[src/rtl/comp_deser_if.sv]
// -----------------------------------------------------------------------------
// comp_deser_if
//
// Bundles the serial receive side and the parallel result side of the
// serial two's-complement deserialiser.
//
//   x          serial data bit, LSB first
//   x_valid    qualifies x; low means the link is stalled
//   start      marks the LSB of a frame (meaningful only with x_valid)
//   mag        unsigned magnitude of the last completed frame
//   sign       1 = last completed frame was negative
//   out_valid  one-cycle pulse when mag/sign update
//   busy       1 while a frame is partially received
//   frame_err  one-cycle pulse when a frame is abandoned by a new start
//              (present only with COMP_DESER_FRAME_ERR_EN defined)
//
// Modports: master = serial link / result consumer, slave = deserialiser.
// -----------------------------------------------------------------------------
interface comp_deser_if #(
    parameter int WIDTH = 8
);
    logic             x;
    logic             x_valid;
    logic             start;
    logic [WIDTH-1:0] mag;
    logic             sign;
    logic             out_valid;
    logic             busy;
`ifdef COMP_DESER_FRAME_ERR_EN
    logic             frame_err;
`endif

    modport master (
        output x, x_valid, start,
        input  mag, sign, out_valid, busy
`ifdef COMP_DESER_FRAME_ERR_EN
        , input frame_err
`endif
    );

    modport slave (
        input  x, x_valid, start,
        output mag, sign, out_valid, busy
`ifdef COMP_DESER_FRAME_ERR_EN
        , output frame_err
`endif
    );
endinterface

[src/rtl/comp_deser.sv]
// -----------------------------------------------------------------------------
// comp_deser
//
// Receive end of the serial two's-complement link. Collects a framed,
// LSB-first two's-complement word one accepted bit at a time and presents it
// as a sign bit plus unsigned magnitude. The magnitude of a negative word is
// built on the fly with the serial complement rule: bits pass unchanged up to
// and including the first 1, every later bit is inverted.
//
// Parameters:
//   WIDTH  bits per frame including the sign (MSB, received last), 2..32.
//          Must match the WIDTH of the connected comp_deser_if.
//
// Ports:
//   clk    system clock, rising edge
//   reset  asynchronous, active-high reset
//   bus    comp_deser_if.slave (x, x_valid, start in; mag, sign,
//          out_valid, busy, optional frame_err out)
//
// Optional feature (macro COMP_DESER_FRAME_ERR_EN):
//   defined   - a start while busy abandons the partial frame, pulses
//               frame_err and begins a new frame with that bit.
//   undefined - a start while busy is treated as an ordinary data bit.
// -----------------------------------------------------------------------------
module comp_deser #(
    parameter int WIDTH = 8
) (
    input  logic          clk,
    input  logic          reset,
    comp_deser_if.slave   bus
);

    localparam int              CNT_W = (WIDTH > 2) ? $clog2(WIDTH) : 1;
    localparam logic [CNT_W-1:0] LAST = CNT_W'(WIDTH - 1);

`ifdef COMP_DESER_FRAME_ERR_EN
    localparam bit RESTART_EN = 1'b1;
`else
    localparam bit RESTART_EN = 1'b0;
`endif

    typedef enum logic [1:0] {
        IDLE = 2'd0,   // no frame in progress
        PASS = 2'd1,   // frame active, no 1 seen yet
        INV  = 2'd2    // frame active, a 1 has been seen
    } state_e;

    state_e           state_q, state_d;
    logic [CNT_W-1:0] cnt_q, cnt_d;
    logic [WIDTH-1:0] raw_q, raw_d;
    logic [WIDTH-1:0] cpl_q, cpl_d;
    logic [WIDTH-1:0] mag_q, mag_d;
    logic             sign_q, sign_d;
    logic             out_valid_q, out_valid_d;
`ifdef COMP_DESER_FRAME_ERR_EN
    logic             frame_err_q, frame_err_d;
`endif

    // Bit classification for the current edge.
    logic             frame_start;   // accepted bit opens a new frame
    logic             data_bit;      // accepted bit belongs to the open frame
    logic             last_bit;      // data_bit that is the MSB
    logic [WIDTH-1:0] raw_next;
    logic [WIDTH-1:0] cpl_next;

    always_comb begin
        frame_start = bus.x_valid && bus.start && ((state_q == IDLE) || RESTART_EN);
        data_bit    = bus.x_valid && (state_q != IDLE) && !frame_start;
        last_bit    = data_bit && (cnt_q == LAST);

        // Frame registers with the incoming bit merged at the current index.
        raw_next        = raw_q;
        raw_next[cnt_q] = bus.x;
        cpl_next        = cpl_q;
        cpl_next[cnt_q] = (state_q == INV) ? ~bus.x : bus.x;
    end

    // -------------------------------------------------------------------------
    // FSM: state register
    // -------------------------------------------------------------------------
    // NOTE: sequential state uses non-blocking assignments so every register
    // samples the pre-edge values, independent of statement order.
    always_ff @(posedge clk or posedge reset) begin
        if (reset) begin
            state_q <= IDLE;
        end else begin
            state_q <= state_d;
        end
    end

    // -------------------------------------------------------------------------
    // FSM: next-state logic
    // -------------------------------------------------------------------------
    // NOTE: state_d gets a default before any branch, so no path leaves it
    // unassigned and no latch is inferred.
    always_comb begin
        state_d = state_q;
        if (frame_start) begin
            state_d = bus.x ? INV : PASS;
        end else if (last_bit) begin
            state_d = IDLE;
        end else if (data_bit && (state_q == PASS) && bus.x) begin
            state_d = INV;
        end
    end

    // -------------------------------------------------------------------------
    // FSM: outputs
    // -------------------------------------------------------------------------
    always_comb begin
        bus.busy = (state_q != IDLE);
    end

    // -------------------------------------------------------------------------
    // Datapath next-state
    // -------------------------------------------------------------------------
    always_comb begin
        cnt_d       = cnt_q;
        raw_d       = raw_q;
        cpl_d       = cpl_q;
        mag_d       = mag_q;
        sign_d      = sign_q;
        out_valid_d = 1'b0;
`ifdef COMP_DESER_FRAME_ERR_EN
        frame_err_d = frame_start && (state_q != IDLE);
`endif
        if (frame_start) begin
            // The first bit always passes: complementing starts after a 1.
            cnt_d = CNT_W'(1);
            raw_d = {{(WIDTH-1){1'b0}}, bus.x};
            cpl_d = {{(WIDTH-1){1'b0}}, bus.x};
        end else if (data_bit) begin
            raw_d = raw_next;
            cpl_d = cpl_next;
            if (last_bit) begin
                cnt_d       = '0;
                // The MSB just received selects raw (positive) or
                // complemented (negative) bits as the magnitude.
                mag_d       = bus.x ? cpl_next : raw_next;
                sign_d      = bus.x;
                out_valid_d = 1'b1;
            end else begin
                cnt_d = cnt_q + CNT_W'(1);
            end
        end
    end

    // -------------------------------------------------------------------------
    // Datapath registers
    // -------------------------------------------------------------------------
    // NOTE: every register here, including the frame shift registers, is
    // reset so a frame cut short by reset leaves nothing behind.
    always_ff @(posedge clk or posedge reset) begin
        if (reset) begin
            cnt_q       <= '0;
            raw_q       <= '0;
            cpl_q       <= '0;
            mag_q       <= '0;
            sign_q      <= 1'b0;
            out_valid_q <= 1'b0;
`ifdef COMP_DESER_FRAME_ERR_EN
            frame_err_q <= 1'b0;
`endif
        end else begin
            cnt_q       <= cnt_d;
            raw_q       <= raw_d;
            cpl_q       <= cpl_d;
            mag_q       <= mag_d;
            sign_q      <= sign_d;
            out_valid_q <= out_valid_d;
`ifdef COMP_DESER_FRAME_ERR_EN
            frame_err_q <= frame_err_d;
`endif
        end
    end

    assign bus.mag       = mag_q;
    assign bus.sign      = sign_q;
    assign bus.out_valid = out_valid_q;
`ifdef COMP_DESER_FRAME_ERR_EN
    assign bus.frame_err = frame_err_q;
`endif

endmodule

[src/flat_wrapper.sv]
// flat-port wrapper written by rule: the top's interface ports become plain ports
module comp_deser_flat 
#(
    parameter int WIDTH = 8
)
  (clk, reset, bus_x, bus_x_valid, bus_start, bus_mag, bus_sign, bus_out_valid, bus_busy);
  comp_deser_if #(.WIDTH(WIDTH)) bus_i ();
  input  logic clk;
  input  logic reset;
  input wire logic [$bits(bus_i.x)-1:0] bus_x;
  input wire logic [$bits(bus_i.x_valid)-1:0] bus_x_valid;
  input wire logic [$bits(bus_i.start)-1:0] bus_start;
  output wire logic [$bits(bus_i.mag)-1:0] bus_mag;
  output wire logic [$bits(bus_i.sign)-1:0] bus_sign;
  output wire logic [$bits(bus_i.out_valid)-1:0] bus_out_valid;
  output wire logic [$bits(bus_i.busy)-1:0] bus_busy;
  assign bus_i.x = bus_x;
  assign bus_i.x_valid = bus_x_valid;
  assign bus_i.start = bus_start;
  assign bus_mag = bus_i.mag;
  assign bus_sign = bus_i.sign;
  assign bus_out_valid = bus_i.out_valid;
  assign bus_busy = bus_i.busy;
  comp_deser #(.WIDTH(WIDTH)) u_core (.clk(clk), .reset(reset), .bus(bus_i));
endmodule
[config.mk]
export PLATFORM = sky130hd
export DESIGN_NAME = comp_deser_flat
export DESIGN_NICKNAME = d
export VERILOG_FILES = /design/src/rtl/comp_deser_if.sv /design/src/rtl/comp_deser.sv /design/src/flat_wrapper.sv
export SDC_FILE = /design/constraint.sdc
export NUM_CORES = 1
export LEC_CHECK = 0
export ABC_AREA = 1
export ABC_CLOCK_PERIOD_IN_PS = 2000
export BUFFER_PORTS_ARGS = -buffer_cell sky130_fd_sc_hd__buf_2
export CAP_MARGIN = 10
export CORE_ASPECT_RATIO = 0.8
export CORE_MARGIN = 8
export CORE_UTILIZATION = 44
export DETAILED_ROUTE_END_ITERATION = 8
export PLACE_DENSITY = 0.6
export RECOVER_POWER = 25
export SLEW_MARGIN = 15
export SYNTH_ARGS = -nofsm -noshare
export SYNTH_HDL_FRONTEND = slang
export SYNTH_SLANG_ARGS = --single-unit
[constraint.sdc]
create_clock -name clk -period 2 [get_ports clk]
set_input_delay 0.6 -clock clk [delete_from_list [all_inputs] [get_ports clk]]
set_output_delay 0.6 -clock clk [all_outputs]
set_load 0.03 [all_outputs]
==> impl_metrics.ini <==
[final_layout]
final_cell_mix = nand2_1 (79), nand3_1 (39), inv_1 (31), dfrtp_1 (31), nor2_1 (21)
area_growth_pct = 14.6
final_cells = 303
multiInputGateArea_um2 = 747
drive_above_1_share = 0.154
seq_area_um2 = 776
n_fill_cell = 381
final_common_cell = nand2_1
layout.nets = 265
n_antenna_cell = 0

[timing]
finClkSkew_ps = 4.08
rsz0062_at_grt = false
setup_viol = 0
final-max-slew-violation-count = 0
fin_crit_ps = 1730
relSlewSlack = 0.487
tightest_slew_ps = 769
tns_ps = 0
max_freq_mhz = 579
hold_violations = 0
period_share = 0.863

[clock_network]
clock_latency_ps = 290
cts_buffers = 5
htreeDepth = 2
cts_tree = built
clkTransAtPathRegs_ps = 70
cts_buffer_depth = 2
hold_buffers = 0
cts_setup_buffers = 0
cts_resized = 0
root_buffer = clkbuf_8
clock_sinks = 31

[global_routing]
grt_pass1_vias = 1419
grt_overflow = 0
antenna_found_initial = 0
grt.total_usage = 0.136
grt_start_max_net_pins = 32
grt_first_pass_wirelength_um = 6610

[drt]
routedWlPerCell_um = 12.6
route.detailed.drc = 0
routed_via_density = 4.95
postRouteAntennaNets = 0
vias = 1501
drt_wl_total_um = 3800
dr.first_iter.drc_count = 65
dr.pass1.iters = 4

[die]
rows = 20
core_um2 = 3730
dieArea_um2 = 6080
pin_count = 16
start_util = 0.452
die_y_um = 71.3
die_w_um = 85.2

[hold_path]
hp-class = reg -> reg

[synthesis]
synth_mux_area_frac = 0
yosys_warnings = 0
synth_simple_gate_area_share = 0.380
synth_nets = 241
netlist_instances = 234
synth_area_um2 = 1680
synth.distinct_cells = 20
synth_area_leaders = dfrtp_1 (46%), nand2_1 (18%), nand3_1 (12%)
synth-compound-area-share = 0.0483
yosysTopAreaCell = dfrtp_1
synth_top_family_by_area = simple AND/OR/NAND/NOR gates
ys_seq_area_frac = 0.461
synth_seq_cells = 31
synth_top_area_frac = 0.461
synthXorXnorAreaFrac = 0
synthAdderAreaFrac = 0.0149
avgSynthCellArea_um2 = 7.20

[placement]
dp_cells = 295
portBuffers = 15
dp_hpwl_um = 2610
gp_congestion = 0.795

[critical_path]
crit_path_end_kind = output pin
crit_type = reg -> out
critPathMaxFanout = 5
cp-start-kind = flop
worstPathCellList = inv_2 > nand2_2 > buf_2
rrSetupSlack_ps = 400
cp_slowest_cell = dfrtp_1
worst_ep_required_time_ps = 1400
critical-path-max-stage-delay_ps = 410
cp.arrival_ps = 1130

[status]
status = complete, no violations

[pwr]
p_comb_frac = 0.453
clockPowerShare = 0.192
ir_drop_mv = 0.691
p_int_w = 0.00160
power_density_nw_per_um2 = 1500
power_frac_seq = 0.355
p_sw_w = 0.00129
power.leakage_nw = 1.13
swShare = 0.446

[run]
drv_cap = 0
==> registers in the layout, indices dropped and copies added (netlist names) <==
register	flops
u_core.bus.mag	8
u_core.bus.out_valid	1
u_core.bus.sign	1
u_core.cnt_q	3
u_core.cpl_q	8
u_core.raw_q	8
u_core.state_q	2
==> cell families (layout without fill, tap and decap cells) <==
family                   count (synthesis)  after routing
adder cells (fa/ha/maj)                  2              2
AO/OA/AOI/OAI                           15             15
buffers and inverters                   39             64
AND/OR/NAND/NOR                        147            147
flip-flops                              31             31
==> synthesized netlist by cell type <==
master	n
dfrtp_1	31
o21ai_0	12
buf_6	1
nand4_2	1
nand2_1	79
nand4_1	1
buf_2	3
nor2_1	21
nor2_2	2
a21oi_1	1
inv_1	31
nor2_4	2
buf_4	1
o21a_1	1
ha_1	2
nand2_2	1
a21oi_2	1
nand3_1	39
inv_2	3
nand3_2	1
==> power by group through the flow <==
stage / combinational [W] / sequential [W] / clock, W
6_report: 0.00131 / 0.00103 / 0.000555
5_1_grt: 0.00152 / 0.00106 / 0.000585
4_1_cts: 0.00132 / 0.00103 / 0.000564
3_5_place_dp: 0.00131 / 0.00104 / 0
3_3_place_gp: 0.00131 / 0.00103 / 0
2_1_floorplan: 0.000864 / 0.00115 / 0
==> routing by layer <==
| layer | track usage | vias up | routed length (um) |
|---|---|---|---|
| met1 | 0.181 | 675 | 1960 |
| li1 | - | 786 | - |
| met2 | 0.202 | 34 | 1550 |
| met4 | 0.0472 | 0 | 53 |
| met3 | 0.0400 | 6 | 232 |
| met5 | 0 | - | 0 |
==> layout make-up <==
| cell class | count | share of cell area |
|---|---|---|
| inverters | 34 | 0.0661 |
| repair buffers | 22 | 0.0648 |
| well taps | 44 | 0.0285 |
| flip-flops and latches | 31 | 0.402 |
| clock buffers | 8 | 0.0518 |
| multi-input cells | 164 | 0.387 |
==> critical path: cells and delay by family (launching register included) <==
| kind | cells | cell delay [ps] |
|---|---|---|
| DFF | 1 | 410 |
| buffers and inverters | 2 | 290 |
| and+or+nand+nor | 1 | 130 |
==> stage by stage <==
step / instance area (um^2) / hold slack, ps / worst slack [ps] / utilization / total power (W)
global route: 1930 / 491 / 210 / 0.518 / 0.00316
floorplan: 1680 / 449 / 563 / - / 0.00202
CTS: 1930 / 399 / 283 / 0.518 / 0.00291
detailed placement: 1830 / 465 / 330 / 0.492 / 0.00235
global placement: 1830 / 462 / 363 / 0.492 / 0.00234
finish: 1930 / 476 / 274 / 0.518 / 0.00289
==> path summary, 6_finish.rpt <==
path,start,to,depth (start not counted)
max,u_core.state_q[1]$_DFFE_PP0P_,bus_busy,3
min,u_core.cpl_q[4]$_DFFE_PP0P_,u_core.cpl_q[4]$_DFFE_PP0P_,2
max reg2reg,u_core.cnt_q[1]$_DFFE_PP0P_,u_core.bus.mag[1]$_DFFE_PP0P_,6
min reg2reg,u_core.cpl_q[4]$_DFFE_PP0P_,u_core.cpl_q[4]$_DFFE_PP0P_,2
max in group asynchronous,reset,u_core.raw_q[5]$_DFFE_PP0P_,3
min in group asynchronous,reset,u_core.raw_q[0]$_DFFE_PP0P_,3
(Power assumes the default switching activity.)
